===== src/rtl/game_pkg.sv =====
// Shared constants and FSM state type for the box collision scheduler.
// Screen extent bounds the 10-bit X / 9-bit Y position fields.
package game_pkg;

  localparam int N        = 4;
  localparam int BOX_W    = 48;
  localparam int BOX_H    = 32;
  localparam int SCREEN_W = 640;
  localparam int SCREEN_H = 480;
  localparam int P        = N * (N - 1) / 2;

  typedef enum logic [1:0] {
    IDLE,
    CHECK,
    EMIT,
    DONE
  } state_t;

endpackage


===== src/rtl/box_overlap.sv =====
// Combinational axis-aligned overlap test for two equal-size boxes.
// Sums are widened by one bit so edge boxes never wrap.
module box_overlap #(
  parameter int BOX_W = 48,
  parameter int BOX_H = 32
) (
  input  logic [9:0] ax,
  input  logic [9:0] bx,
  input  logic [8:0] ay,
  input  logic [8:0] by,
  output logic       ov
);

  logic [10:0] ax_e;
  logic [10:0] bx_e;
  logic [9:0]  ay_e;
  logic [9:0]  by_e;

  assign ax_e = {1'b0, ax} + 11'(BOX_W);
  assign bx_e = {1'b0, bx} + 11'(BOX_W);
  assign ay_e = {1'b0, ay} + 10'(BOX_H);
  assign by_e = {1'b0, by} + 10'(BOX_H);

  // strict compares: shared edges do not count as overlap
  assign ov = ({1'b0, ax} < bx_e) && ({1'b0, bx} < ax_e) &&
              ({1'b0, ay} < by_e) && ({1'b0, by} < ay_e);

endmodule


===== src/rtl/collision_sched.sv =====
// Per-frame pairwise box collision scan, one pair per cycle,
// reporting only newly started overlaps over a valid/ready port.
module collision_sched #(
  parameter int N     = game_pkg::N,
  parameter int BOX_W = game_pkg::BOX_W,
  parameter int BOX_H = game_pkg::BOX_H
) (
  input  logic                 clk,
  input  logic                 rst,
  input  logic                 enable,
  input  logic                 frame_tick,
  input  logic [N*10-1:0]      posx_flat,
  input  logic [N*9-1:0]       posy_flat,
  output logic                 hit_valid,
  output logic [$clog2(N)-1:0] hit_a,
  output logic [$clog2(N)-1:0] hit_b,
  input  logic                 hit_ready,
  output logic                 busy,
  output logic                 scan_done,
  output logic [7:0]           overrun_cnt
);

  localparam int AW    = $clog2(N);
  localparam int NPAIR = N * (N - 1) / 2;
  localparam int PW    = (NPAIR > 1) ? $clog2(NPAIR) : 1;

  import game_pkg::*;

  state_t state, state_nx;

  logic [N*10-1:0]  snap_x;
  logic [N*9-1:0]   snap_y;
  logic [NPAIR-1:0] prev_ov;
  logic [AW-1:0]    pa, pb, pa_nx, pb_nx;
  logic [AW-1:0]    pa_adv, pb_adv;
  logic [AW-1:0]    ha, hb, ha_nx, hb_nx;
  logic [PW-1:0]    pidx, pidx_nx;
  logic [7:0]       ovr;
  logic             snap, chk, ov, last;
  logic [9:0]       ax, bx;
  logic [8:0]       ay, by;

  assign ax = snap_x[int'(pa)*10 +: 10];
  assign bx = snap_x[int'(pb)*10 +: 10];
  assign ay = snap_y[int'(pa)*9 +: 9];
  assign by = snap_y[int'(pb)*9 +: 9];

  box_overlap #(
    .BOX_W(BOX_W),
    .BOX_H(BOX_H)
  ) u_ov (
    .ax(ax),
    .bx(bx),
    .ay(ay),
    .by(by),
    .ov(ov)
  );

  assign last = (pidx == PW'(NPAIR - 1));

  // next pair in (0,1),(0,2)..(N-2,N-1) order
  always_comb begin
    pa_adv = pa;
    pb_adv = pb + AW'(1);
    if (pb == AW'(N - 1)) begin
      pa_adv = pa + AW'(1);
      pb_adv = pa + AW'(2);
    end
  end

  always_comb begin
    state_nx = state;
    pa_nx    = pa;
    pb_nx    = pb;
    pidx_nx  = pidx;
    ha_nx    = ha;
    hb_nx    = hb;
    snap     = 1'b0;
    chk      = 1'b0;
    unique case (state)
      IDLE: begin
        if (enable && frame_tick) begin
          state_nx = CHECK;
          pa_nx    = '0;
          pb_nx    = AW'(1);
          pidx_nx  = '0;
          snap     = 1'b1;
        end
      end
      CHECK: begin
        chk = 1'b1;
        if (ov && !prev_ov[pidx]) begin
          state_nx = EMIT;
          ha_nx    = pa;
          hb_nx    = pb;
        end else if (last) begin
          state_nx = DONE;
        end else begin
          pa_nx   = pa_adv;
          pb_nx   = pb_adv;
          pidx_nx = pidx + PW'(1);
        end
      end
      EMIT: begin
        if (hit_ready) begin
          if (last) begin
            state_nx = DONE;
          end else begin
            state_nx = CHECK;
            pa_nx    = pa_adv;
            pb_nx    = pb_adv;
            pidx_nx  = pidx + PW'(1);
          end
        end
      end
      DONE: state_nx = IDLE;
    endcase
  end

  always_ff @(posedge clk) begin
    if (rst) begin
      state   <= IDLE;
      snap_x  <= '0;
      snap_y  <= '0;
      prev_ov <= '0;
      pa      <= '0;
      pb      <= '0;
      pidx    <= '0;
      ha      <= '0;
      hb      <= '0;
      ovr     <= '0;
    end else begin
      state <= state_nx;
      pa    <= pa_nx;
      pb    <= pb_nx;
      pidx  <= pidx_nx;
      ha    <= ha_nx;
      hb    <= hb_nx;
      if (snap) begin
        snap_x <= posx_flat;
        snap_y <= posy_flat;
      end
      if (chk) prev_ov[pidx] <= ov;
      if (state != IDLE && enable && frame_tick && ovr != 8'hFF)
        ovr <= ovr + 8'd1;
    end
  end

  assign hit_valid   = (state == EMIT);
  assign hit_a       = ha;
  assign hit_b       = hb;
  assign busy        = (state != IDLE);
  assign scan_done   = (state == DONE);
  assign overrun_cnt = ovr;

endmodule


===== config.mk =====
export PLATFORM = sky130hd
export DESIGN_NAME = collision_sched
export DESIGN_NICKNAME = d
export VERILOG_FILES = /design/src/rtl/game_pkg.sv /design/src/rtl/box_overlap.sv /design/src/rtl/collision_sched.sv
export SDC_FILE = /design/constraint.sdc
export NUM_CORES = 1
export LEC_CHECK = 0
export BUFFER_PORTS_ARGS = -buffer_cell sky130_fd_sc_hd__buf_2
export CAP_MARGIN = 30
export CORE_AREA = 2 2 107 109
export CTS_CLUSTER_SIZE = 25
export DETAILED_ROUTE_END_ITERATION = 16
export DIE_AREA = 0 0 109 111
export PLACE_DENSITY = 0.82
export SLEW_MARGIN = 20
export SYNTH_ARGS = -nofsm -noshare
export SYNTH_HDL_FRONTEND = slang
export SYNTH_HIERARCHICAL = 1
export SYNTH_SLANG_ARGS = --single-unit

===== constraint.sdc =====
create_clock -name clk -period 5.9 [get_ports clk]
set_input_delay 0.295 -clock clk [delete_from_list [all_inputs] [get_ports clk]]
set_output_delay 0.295 -clock clk [all_outputs]
set_load 0.01 [all_outputs]

# Word level (Yosys, flattened, before mapping)
# Cells that the tools add are included.
dict set report word_totals {
  regBits 103
}
dict set report classes {
  n_reduce_logical 16
  n_shift 4
  n_mux 30
  magnitude_cmp 6
  n_mul 4
  addsub 9
  eq_ne 10
}
# cell n
set ops {}
lappend ops {{variable part select 40 x 7 -> 10 bit} 2}
lappend ops {{variable part select 36 x 7 -> 9 bit} 2}
lappend ops {{two-way mux 2 bit} 14}
lappend ops {{adder 10 x 6 -> 11 bit, second input constant} 2}
lappend ops {{less-than comparator 10 x 11 -> 1 bit} 2}
lappend ops {{adder 9 x 6 -> 10 bit, second input constant} 2}
lappend ops {{less-than comparator 9 x 10 -> 1 bit} 2}
lappend ops {{multiplier 2 x 4 -> 6 bit, second input constant} 2}
lappend ops {{two-way mux 3 bit} 4}
lappend ops {{one-hot mux 2 bit (3 select lines)} 2}
lappend ops {{multiplier 2 x 3 -> 5 bit, second input constant} 2}
lappend ops {{logical AND 1 bit} 9}
lappend ops {{one-hot mux 3 bit (3 select lines)} 1}
lappend ops {{adder 8 x 1 -> 8 bit, second input constant} 1}
lappend ops {{!= test 8 bit, second input constant} 1}
lappend ops {{one-hot mux 2 bit (4 select lines)} 1}
lappend ops {{bitwise mux 6 bit} 1}
lappend ops {{== test 2 bit, second input constant} 3}
lappend ops {{two-way mux 1 bit} 5}
lappend ops {{adder 2 x 1 -> 2 bit, second input constant} 2}
lappend ops {{less-than comparator 3 x 4 -> 1 bit, second input constant} 1}
lappend ops {{!= test 2 bit, second input constant} 2}
lappend ops {{AND reduction 4 bit} 1}
lappend ops {{adder 3 x 1 -> 3 bit, second input constant} 1}
lappend ops {{other kinds (14)} 14}

# Logic depth before layout (Yosys ltp)
dict set report logic_depth {
  depth_word 10
  mapped_depth 17
}

# Modules after synthesis
# The synthesis kept the hierarchy.
# mod seq_area_each_um2 n_inst cells_each area_per_inst_um2
set by_module_without_submodules {}
lappend by_module_without_submodules {collision_sched 2062.0 1 537 4880.9}
lappend by_module_without_submodules {box_overlap 0.0 1 134 1047.3}

# Worst setup path before layout
# No wires, ideal clock.
dict set report synth_timing {
  kind {flip-flop to flip-flop}
  startpoint {register pb[0]}
  endpoint {register pidx[0]}
  setup_ps 128
  t_required_ps 5772
  stages_incl_launch_ff 18
  path_slack_ps 1977
  t_arrival_ps 3796
  path_cell_list {dfxtp_1 > buf_2 > mux4_2 > inv_1 > ha_1 > nor2_1 > xnor2_1 > ha_1 > a21o_1 > a21oi_1 > o22a_1 > o311ai_1 > nor4_2 > o31ai_2 > o31ai_2 > buf_4 > mux2i_1 > nor2_1}
}
dict set report synth_via {
  elab_chain_len 10
  word_cells_on_any_way 16
  cone_classes {2 x add/sub; 2 x mul; 4 x order compare; 1 x eq/ne; 2 x shift; 5 x reduce/logical}
}
# item line_no
set synth_lines {}
lappend synth_lines {{start, declared} collision_sched.sv:34} ;# logic [AW-1:0] pa, pb, pa_nx, pb_nx;
lappend synth_lines {{start signal, assigned} collision_sched.sv:135} ;# pb <= pb_nx;
lappend synth_lines {{multiplier 2 x 3 -> 5 bit *} collision_sched.sv:44} ;# assign bx = snap_x[int'(pb)*10 +: 10];
lappend synth_lines {{variable part select 40 x 7 -> 10 bit *} collision_sched.sv:44}
lappend synth_lines {{via bx[4]} collision_sched.sv:40} ;# logic [9:0] ax, bx;
lappend synth_lines {{adder 10 x 6 -> 11 bit} box_overlap.sv:20} ;# assign bx_e = {1'b0, bx} + 11'(BOX_W);
lappend synth_lines {{less-than comparator 10 x 11 -> 1 bit} box_overlap.sv:25} ;# assign ov = ({1'b0, ax} < bx_e) && ({1'b0, bx} < ax_e) &&
lappend synth_lines {{logical AND 1 bit * (2 in a row)} box_overlap.sv:25}
lappend synth_lines {{logical AND 1 bit *} box_overlap.sv:26} ;# ({1'b0, ay} < by_e) && ({1'b0, by} < ay_e);
lappend synth_lines {{via ov} collision_sched.sv:39} ;# logic snap, chk, ov, last;
lappend synth_lines {{logical AND 1 bit *} collision_sched.sv:92} ;# if (ov && !prev_ov[pidx]) begin
lappend synth_lines {{!= test 2 bit (no source line) *} n/a}
lappend synth_lines {{AND reduction 4 bit (no source line) *} n/a}
lappend synth_lines {{end signal, assigned} collision_sched.sv:136} ;# pidx <= pidx_nx;
lappend synth_lines {{end, declared} collision_sched.sv:37} ;# logic [PW-1:0] pidx, pidx_nx;
# The timed path passes the listed nets; every way through them passes the cells marked *.
# A chain may end at the register's enable or synchronous reset.

# Worst setup path after layout
dict set report layout_timing {
  startpoint {register pa[0]}
  endpoint {register pb[0]}
}
dict set report layout_via {
  word_cells_on_any_way 22
  cone_classes {3 x add/sub; 2 x mul; 4 x order compare; 1 x eq/ne; 2 x shift; 5 x mux; 5 x reduce/logical}
}
# item line_no
set layout_lines {}
lappend layout_lines {{start, declared} collision_sched.sv:34}
lappend layout_lines {{start signal, assigned} collision_sched.sv:134} ;# pa <= pa_nx;
lappend layout_lines {{multiplier 2 x 4 -> 6 bit *} collision_sched.sv:45} ;# assign ay = snap_y[int'(pa)*9 +: 9];
lappend layout_lines {{variable part select 36 x 7 -> 9 bit *} collision_sched.sv:45}
lappend layout_lines {{via ay[5]} collision_sched.sv:41} ;# logic [8:0] ay, by;
lappend layout_lines {{adder 9 x 6 -> 10 bit or less-than comparator 9 x 10 -> 1 bit (tied branches)} {box_overlap.sv:21, box_overlap.sv:26}}
lappend layout_lines {{less-than comparator 9 x 10 -> 1 bit or logical AND 1 bit (tied branches)} {box_overlap.sv:26, box_overlap.sv:25}}
lappend layout_lines {{logical AND 1 bit *} box_overlap.sv:26}
lappend layout_lines {{via ov} collision_sched.sv:39}
lappend layout_lines {{logical AND 1 bit *} collision_sched.sv:92}
lappend layout_lines {{!= test 2 bit (no source line) *} n/a}
lappend layout_lines {{AND reduction 4 bit (no source line) *} n/a}
# The timed path passes the listed nets; every way through them passes the cells marked *. The select of a mux whose other input is x is not followed.

==> results.yml <==
status:
  status: "finished, final reports clean"
final_layout:
  multiInputGateArea_um2: 3600
  seqCellArea_um2: 2060
  filler_cell_count: 870
  diodes: 0
  finalNetCount: 873
  syn_to_final_growth_pct: 15.6
  fin_util_pct: 61.9
  drive_above_1_share_pct: 22.6
setup_path:
  crit_path_cell_trace: "buf_8 -> mux4_2 -> ha_1 -> xnor2_1 -> ha_1 -> a21o_1 -> a21oi_1 -> o22a_1 -> o311ai_1 -> nor4_2 -> o31ai_2 -> o31ai_2 -> o31ai_1 -> a221oi_1"
  start_kind: "flip-flop"
  rrSetupSlack_ps: 1020
  crit_required_ps: 6160
  path_delay_family: "compound AO/OA/AOI/OAI gates"
  max_stage_delay_ps: 740
  cp.arrival_ps: 5140
  path_class: "flip-flop to flip-flop"
  crit_path_max_fanout: 13
  crit_slowest_cell: "o31ai_2"
  end_kind: "flip-flop"
  worst-path-buf-inv: 1
global_route:
  grt_overflow_total: 0
  grt_first_pass_wirelength_um: 23800
  grt_max_degree: 107
  grt_pass1_vias: 5219
  antenna_found_initial: 0
  track_usage_pct: 24.7
yosys:
  synth_nets: 796
  seq_area_frac_synth_pct: 34.8
  yosys.area_share.simple_pct: 17.9
  synth-compound-area-share_pct: 14.3
  synth_adder_area_share_pct: 9.29
  syn_area_um2: 5930
  synth_xor_area_share_pct: 2.81
  synth_flop_cell: "dfxtp_1"
  synth_edf_count: 0
  yosys.cell_types.count: 49
  avgSynthCellArea_um2: 8.83
  synth_top_family_by_area: "simple AND/OR/NAND/NOR gates"
  synthArstFlopShare_pct: 0
  ys_warn_count: 6
  muxShareOfSynthArea_pct: 16.3
  netlist_instances: 671
  ys_ff_latch: 103
floorplanning:
  die-area_um2: 12100
  ios: 96
  rows: 39
  fp.dieW_um: 109
  coreArea_um2: 11100
  start_util_pct: 53.5
  die_y_um: 111
place:
  port_buffers: 95
  finalWeightedCongestion: 0.877
  dp_hpwl_um: 10400
cts:
  cts_tree: "done"
  root_buffer: "clkbuf_16"
  clk_pin_slew_ps: 70
  clock-sinks: 103
  htreeDepth: 3
  hold_buffers: 0
  post_cts_buffers: 0
  numCtsBuffers: 9
  cts-resized-gates: 0
  cts_buffer_depth: 2
  clk_latency_ps: 360
pwr:
  ir_worst_vdd_mv: 0.239
  clkPwrFrac_pct: 28.2
  cellPowerDensity_nw_per_um2: 319
  cellLeakagePower_nw: 2.69
  comb_power_share_pct: 33.6
  power_frac_seq_pct: 38.2
  p_switching_w: 0.000760
  swShare_pct: 34.7
  intPower_w: 0.00143
drt:
  route.detailed.drc: 0
  postRouteAntennaNets: 0
  drt_iter0_drc: 295
  wl_per_cell_um: 16.3
  vias_per_cell: 5.78
  drt_wl_total_um: 14600
  num_vias: 5172
  dr.pass1.iters: 5
hold_path:
  hold_class: "input port to flip-flop"
timing:
  rsz0062_at_grt: "no"
  fmax_ghz: 0.205
  period_share_pct: 82.8
  hold_viol_final: 0
  skew_ps: 7.55
  period_needed_ps: 4880
  tns_ps: 0
  setup_viol: 0
  relSlewSlack_pct: 42.8
  tightestPinTransition_ps: 853
  final_max_slew_viol_count: 0
job:
  cap_violations: 0
==> cells in the mapped netlist, types with 2 or more instances <==
library cell,count,area (µm²)
a21o_1,7,52.6
mux2i_1,11,110
o21ai_1,2,10.0
inv_1,30,113
nand2b_1,7,43.8
nand3_1,12,60.1
a211o_1,2,17.5
nand3b_1,2,15.0
or4_1,2,15.0
buf_2,5,25.0
o31ai_2,2,25.0
o41ai_1,2,17.5
xnor2_1,6,52.6
dfxtp_1,103,2060
nor3_1,2,10.0
o21ai_0,11,55.1
buf_1,4,15.0
nand2_1,165,619
o2111ai_1,2,17.5
xor2_1,13,114
o31a_1,2,17.5
and2_1,2,12.5
ha_1,44,551
a211oi_1,3,22.5
nor2_1,36,135
nor2b_1,2,12.5
nand4_1,6,37.5
and3_1,5,31.3
clkbuf_1,27,101
mux4_2,38,856
a21oi_1,95,475
o22a_1,2,17.5
buf_4,3,22.5
==> worst paths after layout <==
path                             end  depth (start not counted)                     from
min           snap_x[6]$_SDFFE_PP0P_                          3             posx_flat[6]
max               pb[0]$_SDFFE_PP0P_                         14       pa[0]$_SDFFE_PP0P_
min reg2reg  snap_x[37]$_SDFFE_PP0P_                          2  snap_x[37]$_SDFFE_PP0P_
max reg2reg       pb[0]$_SDFFE_PP0P_                         14       pa[0]$_SDFFE_PP0P_
==> area by class of cell <==
type,count,share of cell area [%]
clock buffers,10,3.49
clock inverters,5,0.968
inverters,30,1.64
multi-input cells,499,52.6
flip-flops and latches,103,30.1
well taps,143,2.61
repair buffers,105,8.62
==> power by group through the flow <==
stage                     sequential (W)  clock, W  combinational (W)
after floorplan                 0.000820         0           0.000567
after global routing            0.000843  0.000656           0.000810
after global placement          0.000843         0           0.000691
after CTS                       0.000833  0.000625           0.000728
after detailed placement        0.000849         0           0.000720
final                           0.000835  0.000617           0.000735
==> kinds of logic after synthesis <==
| family | after synthesis |
|---|---|
| simple gates | 247 |
| compound gates | 140 |
| fa+ha+maj | 44 |
| buf+inv | 69 |
| flops | 103 |
| xor+xnor | 19 |
| mux | 49 |
==> registers in the layout, indices dropped and copies added (netlist names) <==
name / cells
state: 2
snap_x: 40
pidx: 3
hit_b: 2
overrun_cnt: 8
hit_a: 2
snap_y: 36
pa: 2
prev_ov: 6
pb: 2
==> worst register-to-register path, cell delays in order, from the launching register on <==
cell and delay (ps):
dfxtp_1 690, buf_8 240, mux4_2 560, ha_1 250, xnor2_1 130, ha_1 280
a21o_1 180, a21oi_1 170, o22a_1 160, o311ai_1 100, nor4_2 600, o31ai_2 240
o31ai_2 740, o31ai_1 170, a221oi_1 290
==> layer usage <==
metal / wire length [µm] / vias to the layer above / global-route usage, %
li1: - / 2500 / -
met1: 6050 / 2498 / 30.0
met2: 7530 / 153 / 42.6
met3: 798 / 21 / 5.53
met4: 228 / 0 / 8.29
met5: 0 / - / 0
==> cell usage in the layout, fill, tap and decap left out, types with 13 or more instances in the layout <==
cell type / n
nor2_1: 35
mux4_2: 38
a21oi_1: 95
buf_2: 95
ha_1: 44
dfxtp_1: 103
xor2_1: 13
nand2_1: 165
inv_1: 30
==> metrics by stage <==
step	cell area (µm²)	hold WS, ps	power [W]	worst slack (ps)	cells
finish	6850	172	0.00219	1020	895
CTS	6800	168	0.00219	955	893
detailed placement	6500	459	0.00157	986	878
floorplan	5930	431	0.00139	1980	671
global route	6850	174	0.00231	693	895
global placement	6480	452	0.00153	932	877
No activity file was read; power rests on OpenSTA's default activity.
